--- config.mk ---
export PLATFORM = sky130hd
export DESIGN_NAME = seg7_scan_decoder_flat
export DESIGN_NICKNAME = d
export VERILOG_FILES = /design/src/rtl/seg7_scan_decoder_if.sv /design/src/rtl/seg7_scan_decoder.sv /design/src/flat_wrapper.sv
export SDC_FILE = /design/constraint.sdc
export NUM_CORES = 1
export LEC_CHECK = 0
export BUFFER_PORTS_ARGS = -buffer_cell sky130_fd_sc_hd__buf_2
export CAP_MARGIN = 5
export CORE_MARGIN = 1.5
export CORE_UTILIZATION = 35
export DETAILED_ROUTE_END_ITERATION = 16
export HOLD_SLACK_MARGIN = 0.12
export PLACE_DENSITY_LB_ADDON = 0.1
export SYNTH_ARGS = -nofsm -noshare
export SYNTH_HDL_FRONTEND = slang
export SYNTH_SLANG_ARGS = --single-unit
--- constraint.sdc ---
create_clock -name clk_i -period 10.9 [get_ports clk_i]
set_input_delay 2.18 -clock clk_i [delete_from_list [all_inputs] [get_ports clk_i]]
set_output_delay 2.18 -clock clk_i [all_outputs]
set_load 0.02 [all_outputs]
--- src/rtl/seg7_scan_decoder_if.sv ---
// Bundle of display lines (toward the decoder) and recovered-digit status (from it).
// Macro SEG7_SCAN_DEC_HEX_EN (see decoder) does not change this interface.
interface seg7_scan_if #(
    parameter int DIGITS = 8
);
    logic [DIGITS-1:0]   an_i;
    logic [6:0]          seg_i;
    logic [4*DIGITS-1:0] digits_o;
    logic [DIGITS-1:0]   valid_o;
    logic [DIGITS-1:0]   blank_o;
    logic                upd_o;
    logic [3:0]          upd_idx_o;
    logic                err_o;
    logic                frame_o;
    logic [1:0]          state_o;

    // Handshake: upd_o is a one-cycle strobe with no backpressure; upd_idx_o, err_o and
    // frame_o are qualified by it, digits_o/valid_o/blank_o are level outputs.
    modport master (
        output an_i, seg_i,
        input  digits_o, valid_o, blank_o, upd_o, upd_idx_o, err_o, frame_o, state_o
    );
    modport slave (
        input  an_i, seg_i,
        output digits_o, valid_o, blank_o, upd_o, upd_idx_o, err_o, frame_o, state_o
    );
endinterface

--- src/rtl/seg7_scan_decoder.sv ---
// Reader for a multiplexed active-low 7-segment display: recovers per-digit values and status.
// Define SEG7_SCAN_DEC_HEX_EN to also recognize the A-F glyphs.
module seg7_scan_decoder #(
    parameter int DIGITS      = 8,
    parameter int STABLE_CYC  = 4,
    parameter int TIMEOUT_CYC = 100000
) (
    input  logic        clk_i,
    input  logic        rstn_i,
    seg7_scan_if.slave  bus
);
    localparam int CW = (STABLE_CYC < 2) ? 1 : $clog2(STABLE_CYC + 1);
    localparam int TW = $clog2(TIMEOUT_CYC + 1);
    localparam logic [6:0] SEG_OFF = 7'b1111111;

    typedef enum logic [1:0] {IDLE = 2'd0, SETTLE = 2'd1, COMMIT = 2'd2, HOLD = 2'd3} state_t;

    state_t state, state_nx;
    logic [DIGITS-1:0]   an_m, an_s, cand_an;
    logic [6:0]          seg_m, seg_s, cand_seg;
    logic [CW-1:0]       cnt;
    logic [TW-1:0]       tmo;
    logic [DIGITS-1:0]   seen, seen_nx;
    logic [4*DIGITS-1:0] digits;
    logic [DIGITS-1:0]   valid, blank;
    logic                upd, err, frame;
    logic [3:0]          upd_idx, cidx;
    logic                sel_ok, same, load, inc, commit;
    logic [4:0]          dec;

    function automatic logic [4:0] decode(input logic [6:0] s);
        // {recognized, value}
        case (s)
            7'b1000000: decode = 5'h10;
            7'b1111001: decode = 5'h11;
            7'b0100100: decode = 5'h12;
            7'b0110000: decode = 5'h13;
            7'b0011001: decode = 5'h14;
            7'b0010010: decode = 5'h15;
            7'b0000010: decode = 5'h16;
            7'b1111000: decode = 5'h17;
            7'b0000000: decode = 5'h18;
            7'b0010000: decode = 5'h19;
`ifdef SEG7_SCAN_DEC_HEX_EN
            7'b0001000: decode = 5'h1A;
            7'b0000011: decode = 5'h1B;
            7'b1000110: decode = 5'h1C;
            7'b0100001: decode = 5'h1D;
            7'b0000110: decode = 5'h1E;
            7'b0001110: decode = 5'h1F;
`endif
            default:    decode = 5'h00;
        endcase
    endfunction

    // Sync flops reset to all-ones so the display reads as off.
    always_ff @(posedge clk_i or negedge rstn_i) begin
        if (!rstn_i) begin
            an_m  <= '1;
            an_s  <= '1;
            seg_m <= '1;
            seg_s <= '1;
        end else begin
            an_m  <= bus.an_i;
            an_s  <= an_m;
            seg_m <= bus.seg_i;
            seg_s <= seg_m;
        end
    end

    always_comb begin
        sel_ok = $onehot(~an_s);
        same   = (an_s == cand_an) && (seg_s == cand_seg);
        commit = (state == COMMIT);
        cidx   = 4'd0;
        for (int k = 0; k < DIGITS; k++) begin
            if (!cand_an[k]) cidx = 4'(k);
        end
        dec     = decode(cand_seg);
        seen_nx = seen | (DIGITS'(1) << cidx);
    end

    always_comb begin
        state_nx = state;
        load     = 1'b0;
        inc      = 1'b0;
        case (state)
            IDLE: begin
                if (sel_ok) begin
                    load     = 1'b1;
                    state_nx = (STABLE_CYC == 1) ? COMMIT : SETTLE;
                end
            end
            SETTLE: begin
                if (!sel_ok) begin
                    state_nx = IDLE;
                end else if (!same) begin
                    load = 1'b1;
                end else begin
                    inc = 1'b1;
                    if (cnt == CW'(STABLE_CYC - 1)) state_nx = COMMIT;
                end
            end
            COMMIT: state_nx = HOLD;
            HOLD: begin
                // Only a change of the window leaves HOLD, so one window commits once.
                if (!same) begin
                    if (sel_ok) begin
                        load     = 1'b1;
                        state_nx = (STABLE_CYC == 1) ? COMMIT : SETTLE;
                    end else begin
                        state_nx = IDLE;
                    end
                end
            end
            default: state_nx = IDLE;
        endcase
    end

    always_ff @(posedge clk_i or negedge rstn_i) begin
        if (!rstn_i) begin
            state    <= IDLE;
            cand_an  <= '1;
            cand_seg <= '1;
            cnt      <= '0;
        end else begin
            state <= state_nx;
            if (load) begin
                cand_an  <= an_s;
                cand_seg <= seg_s;
                cnt      <= CW'(1);
            end else if (inc) begin
                cnt <= cnt + CW'(1);
            end
        end
    end

    always_ff @(posedge clk_i or negedge rstn_i) begin
        if (!rstn_i) begin
            digits  <= '0;
            valid   <= '0;
            blank   <= '0;
            seen    <= '0;
            tmo     <= '0;
            upd     <= 1'b0;
            upd_idx <= 4'd0;
            err     <= 1'b0;
            frame   <= 1'b0;
        end else begin
            upd   <= commit;
            err   <= 1'b0;
            frame <= 1'b0;
            if (commit) begin
                tmo <= '0;
            end else if (tmo != TW'(TIMEOUT_CYC)) begin
                tmo <= tmo + TW'(1);
            end
            if (commit) begin
                upd_idx <= cidx;
                if (dec[4]) begin
                    digits[int'(cidx)*4 +: 4] <= dec[3:0];
                    valid[cidx] <= 1'b1;
                    blank[cidx] <= 1'b0;
                end else if (cand_seg == SEG_OFF) begin
                    valid[cidx] <= 1'b0;
                    blank[cidx] <= 1'b1;
                end else begin
                    valid[cidx] <= 1'b0;
                    blank[cidx] <= 1'b0;
                    err         <= 1'b1;
                end
                if (&seen_nx) begin
                    frame <= 1'b1;
                    seen  <= '0;
                end else begin
                    seen <= seen_nx;
                end
            end else if (tmo == TW'(TIMEOUT_CYC - 1)) begin
                // Stale display: drop status once on entering saturation, keep last values.
                valid <= '0;
                blank <= '0;
                seen  <= '0;
            end
        end
    end

    assign bus.digits_o  = digits;
    assign bus.valid_o   = valid;
    assign bus.blank_o   = blank;
    assign bus.upd_o     = upd;
    assign bus.upd_idx_o = upd_idx;
    assign bus.err_o     = err;
    assign bus.frame_o   = frame;
    assign bus.state_o   = state;
endmodule

--- src/flat_wrapper.sv ---
// flat-port wrapper written by rule: the top's interface ports become plain ports
module seg7_scan_decoder_flat 
#(
    parameter int DIGITS      = 8,
    parameter int STABLE_CYC  = 4,
    parameter int TIMEOUT_CYC = 100000
)
  (clk_i, rstn_i, bus_an_i, bus_seg_i, bus_digits_o, bus_valid_o, bus_blank_o, bus_upd_o, bus_upd_idx_o, bus_err_o, bus_frame_o, bus_state_o);
  seg7_scan_if #(.DIGITS(DIGITS)) bus_i ();
  input  logic clk_i;
  input  logic rstn_i;
  input wire logic [$bits(bus_i.an_i)-1:0] bus_an_i;
  input wire logic [$bits(bus_i.seg_i)-1:0] bus_seg_i;
  output wire logic [$bits(bus_i.digits_o)-1:0] bus_digits_o;
  output wire logic [$bits(bus_i.valid_o)-1:0] bus_valid_o;
  output wire logic [$bits(bus_i.blank_o)-1:0] bus_blank_o;
  output wire logic [$bits(bus_i.upd_o)-1:0] bus_upd_o;
  output wire logic [$bits(bus_i.upd_idx_o)-1:0] bus_upd_idx_o;
  output wire logic [$bits(bus_i.err_o)-1:0] bus_err_o;
  output wire logic [$bits(bus_i.frame_o)-1:0] bus_frame_o;
  output wire logic [$bits(bus_i.state_o)-1:0] bus_state_o;
  assign bus_i.an_i = bus_an_i;
  assign bus_i.seg_i = bus_seg_i;
  assign bus_digits_o = bus_i.digits_o;
  assign bus_valid_o = bus_i.valid_o;
  assign bus_blank_o = bus_i.blank_o;
  assign bus_upd_o = bus_i.upd_o;
  assign bus_upd_idx_o = bus_i.upd_idx_o;
  assign bus_err_o = bus_i.err_o;
  assign bus_frame_o = bus_i.frame_o;
  assign bus_state_o = bus_i.state_o;
  seg7_scan_decoder #(.DIGITS(DIGITS), .STABLE_CYC(STABLE_CYC), .TIMEOUT_CYC(TIMEOUT_CYC)) u_core (.clk_i(clk_i), .rstn_i(rstn_i), .bus(bus_i));
endmodule
# [Word level (Yosys, flattened, before mapping)]
# Index checks and enable logic that the tools add are counted.
[totals] memories=0 output_inout_bits=57 ramBits=0 mem_bits_ro=0 input_bits=17 latchBits=0 register_bits=130 elab_cells=115
[classes] reduce_logical=10 muxes=43 n_addsub=10 eq_ne=23 n_mul=0 order_cmp=2 shifts=3 bitwise=7 div=0
[ops] operator="$mux W8" n=8
[ops] operator="$pmux W5 S10" n=1
[ops] operator="$mux W17" n=2
[ops] operator="$neg A5 Y33" n=1
[ops] operator="$shift A4 B33 Y32 const A" n=1
[ops] operator="$shiftx A4 B33 Y32" n=1
[ops] operator="$bwmux W32" n=1
[ops] operator="$eq A7 B7 Y1 const B" n=4
[ops] operator="$or A8 B8 Y8" n=3
[ops] operator="$eq A7 B5 Y1 const B" n=3
[ops] operator="$mux W3" n=6
[ops] operator="$add A17 B1 Y17 const B" n=1
[ops] operator="$eq A17 B17 Y1 const B" n=1
[ops] operator="$ne A17 B17 Y1 const B" n=1
[ops] operator="$and A8 B8 Y8" n=2
[ops] operator="$not A8 Y8" n=2
[ops] operator="$mux W1" n=15
[ops] operator="$eq A7 B6 Y1 const B" n=2
[ops] operator="$mux W2" n=7
[ops] operator="$add A4 B4 Y4" n=3
[ops] operator="$add A1 B1 Y2" n=4
[ops] operator="$eq A8 B8 Y1" n=1
[ops] operator="$pmux W2 S4" n=1
[ops] operator="$reduce_and A8 Y1" n=1
[ops] operator="21 further kinds" n=26

# [Longest topological paths before layout]
[depth] depth_word=16 mapped_depth=13 depth_no_buf=11

# [Least setup slack after synthesis]
# OpenSTA, ideal clock, no wires.
[synth_timing] path_type="register to register" from="reg u_core.an_s[0]" to="reg u_core.cand_an[0]" n_path_buf=1 slack_ns=6.799 setup_time_ns=0.082 t_arrival_ns=4.019 synth_period_minus_slack_ns=4.101 path_stages_with_launch=13 required_time_ns=10.818 path_cell_list="dfstp_2 > inv_1 > ha_1 > fa_1 > inv_1 > fa_1 > inv_1 > ha_1 > fa_1 > or4b_1 > a211oi_2 > buf_6 > mux2_2"
[synth_via] elab_chain_cells=8 word_cells_on_any_way=12 cone_classes="3 x add/sub; 2 x eq/ne; 5 x mux; 1 x bitwise; 1 x reduce/logical"
[synth_rtl] item="from (decl)" line_no="seg7_scan_decoder.sv:19" source="logic [DIGITS-1:0] an_m, an_s, cand_an;"
[synth_rtl] item="from (signal assigned)" line_no="seg7_scan_decoder.sv:65" source="an_s <= an_m;"
[synth_rtl] item="$not A8 Y8" line_no="seg7_scan_decoder.sv:72" source="sel_ok = $onehot(~an_s);"
[synth_rtl] item="$add A1 B1 Y2 (implied by the code)" line_no="seg7_scan_decoder.sv:72"
[synth_rtl] item="$add A4 B4 Y4 (implied by the code) (2 in series)" line_no="seg7_scan_decoder.sv:72"
[synth_rtl] item="$eq A4 B1 Y1" line_no="seg7_scan_decoder.sv:72"
[synth_rtl] item="$mux W1" line_no="seg7_scan_decoder.sv:89, seg7_scan_decoder.sv:108"
[synth_rtl] item="$mux W1" line_no="seg7_scan_decoder.sv:107" source="if (!same) begin"
[synth_rtl] item="$pmux W1 S3" line_no="seg7_scan_decoder.sv:87" source="case (state)"
[synth_rtl] item="to (signal assigned)" line_no="seg7_scan_decoder.sv:129" source="cand_an <= an_s;"
[synth_rtl] item="to (decl)" line_no="seg7_scan_decoder.sv:19"
# Several ways; a longest one is shown, not always the timed one.
# A chain may end at the register's enable or synchronous reset.

# [Worst setup path in the final report]
[layout_timing] from="reg u_core.an_s[0]" to="reg u_core.cand_seg[5]"
[layout_via] elab_chain_cells=8 word_cells_on_any_way=12 cone_classes="3 x add/sub; 2 x eq/ne; 5 x mux; 1 x bitwise; 1 x reduce/logical"
[layout_rtl] item="$not A8 Y8" line_no="seg7_scan_decoder.sv:72"
[layout_rtl] item="$add A1 B1 Y2 (implied by the code)" line_no="seg7_scan_decoder.sv:72"
[layout_rtl] item="$add A4 B4 Y4 (implied by the code) (2 in series)" line_no="seg7_scan_decoder.sv:72"
[layout_rtl] item="$eq A4 B1 Y1" line_no="seg7_scan_decoder.sv:72"
[layout_rtl] item="$mux W1" line_no="seg7_scan_decoder.sv:89, seg7_scan_decoder.sv:108"
[layout_rtl] item="$mux W1" line_no="seg7_scan_decoder.sv:107"
[layout_rtl] item="$pmux W1 S3 *" line_no="seg7_scan_decoder.sv:87"
[layout_rtl] item="to (signal assigned)" line_no="seg7_scan_decoder.sv:130" source="cand_seg <= seg_s;"
[layout_rtl] item="to (decl)" line_no="seg7_scan_decoder.sv:20" source="logic [6:0] seg_m, seg_s, cand_seg;"
# Every way passes the cells marked *; elsewhere a longest branch is shown, timed or not.

==> flow_results.org <==
** Critical path
- The setup path with the least slack is of type flop to flop.
- Critical path startpoint category :: flop
- Walking the worst path, the cells encountered are inv_1, ha_1, fa_1, inv_1, fa_1, inv_1, ha_1, fa_1, or4b_1, a211oi_2, buf_4, mux2_2.
- STA classifies the critical path endpoint as a flop.
- Setup slack of the worst register-to-register path :: 6.82 ns
- The worst register-to-register path has a depth of 12.
- Together, buffers and inverters on the worst path number 4.
- Worst reg2reg path startpoint :: u_core.an_s[0]
- The endpoint identified for the worst register-to-register timing path is u_core.cand_seg[5].
- Crit path arrival time :: 4.42 ns
- Maximum fanout along the worst path :: 15
- CP required :: 11.24 ns
- Cell type of the slowest stage on the worst timing path :: sky130_fd_sc_hd__or4b_1
- Dominant delay contributor by cell family on the critical path :: adder cells
- On the worst path, the slowest cell contributes a delay of 0.55 ns.

** Worst hold path
- Hold wc startpoint :: u_core.seg_m[0]
- Count of cells along the worst hold path :: 0
- Hold endpoint :: u_core.seg_s[0]
- Type of the most critical hold path :: flop to flop

** Timing
- Static timing analysis puts the maximum clock frequency at 0.245 GHz.
- After layout, the worst path uses 37.5% of the clock period.
- Summed negative setup slack over all endpoints :: 0 ns
- Final setup margin :: 6.82 ns
- Worst Tran Pin Value :: 0.933 ns
- The number of max-slew violations in the final report came to 0.
- Setup violations remaining at the end of the flow were counted as 0.
- Setup repair after global routing missed its margin :: no
- Worst max-slew margin expressed relative to the limit :: 37.6%
- After layout, the minimum clock period comes to 4.08 ns.
- Hold Fails Final Rpt :: 0
- On the final layout, the worst clock skew is 0.00586 ns.

** Global route
- Vias in the first global route :: 4296
- For this run the aggregate overflow at the end of global routing stands at 0.
- Global routing used 16.5% of the available tracks.
- Entering global routing, the biggest net connects 75 pins.
- The number of antenna violations at the first check in global routing is 0.
- First-pass GRT wire length :: 23.1 mm

** Power and ir drop
- Combinational logic burns 20.2% of the power.
- Seq pwr share :: 42.0%
- In this run switching power makes up 30.6% of total power.
- Total internal power :: 1.02 mW
- Proportion of power drawn by the clock network :: 37.8%
- Net switching power of the design :: 0.451 mW
- IR analysis of the VDD net gives a maximum drop of 0.000129 V.
- Ratio of total power to cell area :: 204 nW/um^2
- In this run the static leakage power is 3.33 nW.

** CTS
- Post CTS Setup Buffer Count :: 0
- CTS placed an instance of sky130_fd_sc_hd__clkbuf_16 at the clock tree root.
- CTS Sinks :: 129
- The H-tree was split into 4 levels.
- Clock slew seen by the registers of the worst setup and hold paths :: 0.06 ns
- Number of buffers created by CTS :: 17
- In this run, post-CTS hold repair placed 0 buffers.
- Worst-skew pair later-pin latency :: 0.41 ns
- Post-CTS repair changed the size of 0 cells.
- Number of buffers on the longest clock path :: 2
- Clock tree from TritonCTS :: yes

** Yosys
- Number of flip-flops and latches in the synthesized netlist :: 129
- Most numerous cell types in the synthesized netlist :: sky130_fd_sc_hd__dfrtp_1, sky130_fd_sc_hd__dfstp_2, sky130_fd_sc_hd__nor2_1
- Number of flops mapped to enable cells by yosys :: 0
- Cells after Synth :: 522
- Top-count cell post-synth :: sky130_fd_sc_hd__dfrtp_1
- The top cell type by area accounts for 34.4% of the synthesized area.
- Summed over all instances, the cell type with the most area after synthesis is sky130_fd_sc_hd__dfrtp_1.
- The most used flip-flop cell after synthesis is sky130_fd_sc_hd__dfrtp_1.
- Post-synth ARST share :: 100%
- For this run, the register share of the synthesized area comes to 53.7%.
- Dividing the synthesized area by the synthesized cell count gives 11.7 sq um.
- The cell area that synthesis handed to floorplanning was 6120 sq um.
- Count of synthesis-stage warnings from yosys :: 0
- Synthesized net count :: 559
- Synthesis instantiated 73 different standard cells from the library.
- Biggest area contributors in the synthesized netlist :: sky130_fd_sc_hd__dfrtp_1, sky130_fd_sc_hd__dfstp_2, sky130_fd_sc_hd__mux2_2

** Die
- Std-Cell Rows :: 48
- Die height :: 135 microns
- For this configuration, the core starts out at a cell density of 35.6%.
- The die is 135 microns wide.
- The die covers 18300 sq um.
- Standard cell core area :: 17200 sq um
- Number of top-level pins :: 74

** Drt
- For this run, the detailed router's first-pass iteration total came to 4.
- For this run, design rule violations remaining after detail routing come to 0.
- WL/cell :: 16.4 microns
- Dividing the detail-routed via count by the number of cells gives 5.03.
- Final wirelength :: 13.7 mm
- For this block, the via count after detailed routing is 4191.
- The first routing iteration left 202 violations.
- Count of nets left with antenna violations after detail routing :: 0

** Place
- Post-place instance area :: 6640 sq um
- The congestion estimate from routability-driven global placement came to 0.780.
- Placed Cells incl. Taps :: 802
- Sum of net half-perimeters after detailed placement :: 9.85 mm
- Count of input and output buffers :: 72
- Placement-stage worst setup slack :: 6.79 ns

** Final layout
- Area growth from synthesis to layout :: 18.1%
- The repair_antennas step left the layout with diodes totalling 0.
- Post-layout nets :: 633
- Count of non-filler cells in the finished layout :: 834
- Cells with a size suffix above 1 make up 32.8% of the layout.
- Core Util, Final :: 42.1%
- Number of fill cells in the layout :: 1680
- Area of all placed cells without fillers :: 7230 sq um

** Status
- The flow ran to the end, and the final reports show no timing, DRC or antenna violations.

** Job
- Max-cap violations in this run came to 0.
## cell usage in the layout (no fill, tap or decap), types with 19 or more instances in the layout
cell type,n
sky130_fd_sc_hd__buf_2,71
sky130_fd_sc_hd__clkbuf_16,19
sky130_fd_sc_hd__dfrtp_1,84
sky130_fd_sc_hd__dfstp_2,45
sky130_fd_sc_hd__inv_1,30
sky130_fd_sc_hd__mux2_2,28
sky130_fd_sc_hd__nand2_1,33
sky130_fd_sc_hd__nor2_1,39
sky130_fd_sc_hd__o21ai_0,20
sky130_fd_sc_hd__xnor2_1,20
## per-layer routing
layer / vias up / part of all wire, % / GRT usage (%)
li1: 2000 / - / -
met5: - / 0 / 0
met4: 0 / 1.3 / 6.39
met1: 2084 / 50 / 23.0
met2: 95 / 45 / 24.6
met3: 12 / 4.0 / 4.04
## stage by stage
stage / hold slack [ns] / power [mW]
floorplan: 0.345 / 0.860
global placement: 0.346 / 0.920
detailed placement: 0.347 / 0.927
CTS: 0.352 / 1.50
global route: 0.355 / 1.56
finish: 0.352 / 1.47
## registers in the layout, summed over array words and instances, names as in the netlist, named ones only
name                  cells
u_core.an_m               8
u_core.cnt                3
u_core.bus.err_o          1
u_core.cand_an            8
u_core.bus.valid_o        8
u_core.seg_s              7
u_core.bus.digits_o      32
u_core.seg_m              7
u_core.cand_seg           7
u_core.bus.state_o        1
u_core.tmo               17
u_core.seen               8
u_core.bus.frame_o        1
u_core.bus.blank_o        8
u_core.bus.upd_o          1
u_core.an_s               8
u_core.bus.upd_idx_o      3
## how the worst max path moves through the flow
| stage | startpoint | endpoint | slack (ns) | depth (start not counted) |
|---|---|---|---|---|
| after CTS | u_core.an_s[0] | u_core.cand_seg[1] | 6.79 | 12 |
| final | u_core.an_s[0] | u_core.cand_seg[5] | 6.82 | 12 |
| after detailed placement | u_core.an_s[0] | u_core.cand_seg[1] | 6.79 | 12 |
| after global placement | u_core.an_s[0] | u_core.cand_seg[6] | 6.83 | 12 |
| after floorplan | u_core.an_s[0] | u_core.cand_an[0] | 6.80 | 12 |
| after global routing | u_core.an_s[0] | u_core.cand_seg[2] | 6.67 | 12 |
## cell families after synthesis
group | count (synthesis) | synth area share (%)
buffers and inverters | 53 | 4.42
adder cells (fa/ha/maj) | 20 | 4.58
AND/OR/NAND/NOR | 154 | 13.9
other | 1 | 0.0613
AO/OA/AOI/OAI | 95 | 11.8
flip-flops | 129 | 53.7
XOR/XNOR | 31 | 4.44
multiplexers | 39 | 7.10
## layout make-up
cell class	count	area [sq um]	area share (%)
well taps	225	282	3.90
clock buffers	27	536	7.41
clock inverters	5	50.0	0.693
flip-flops and latches	129	3280	45.4
repair buffers	76	393	5.44
multi-input cells	340	2560	35.5
inverters	32	120	1.66
## power by group through the flow
stage / sequential (mW) / clock [mW] / combinational [mW]
finish: 0.619 / 0.557 / 0.297
global route: 0.628 / 0.602 / 0.330
CTS: 0.619 / 0.574 / 0.303
detailed placement: 0.626 / 0 / 0.301
global placement: 0.625 / 0 / 0.295
floorplan: 0.568 / 0 / 0.293
Note: power is estimated with default switching activity, not from simulation.
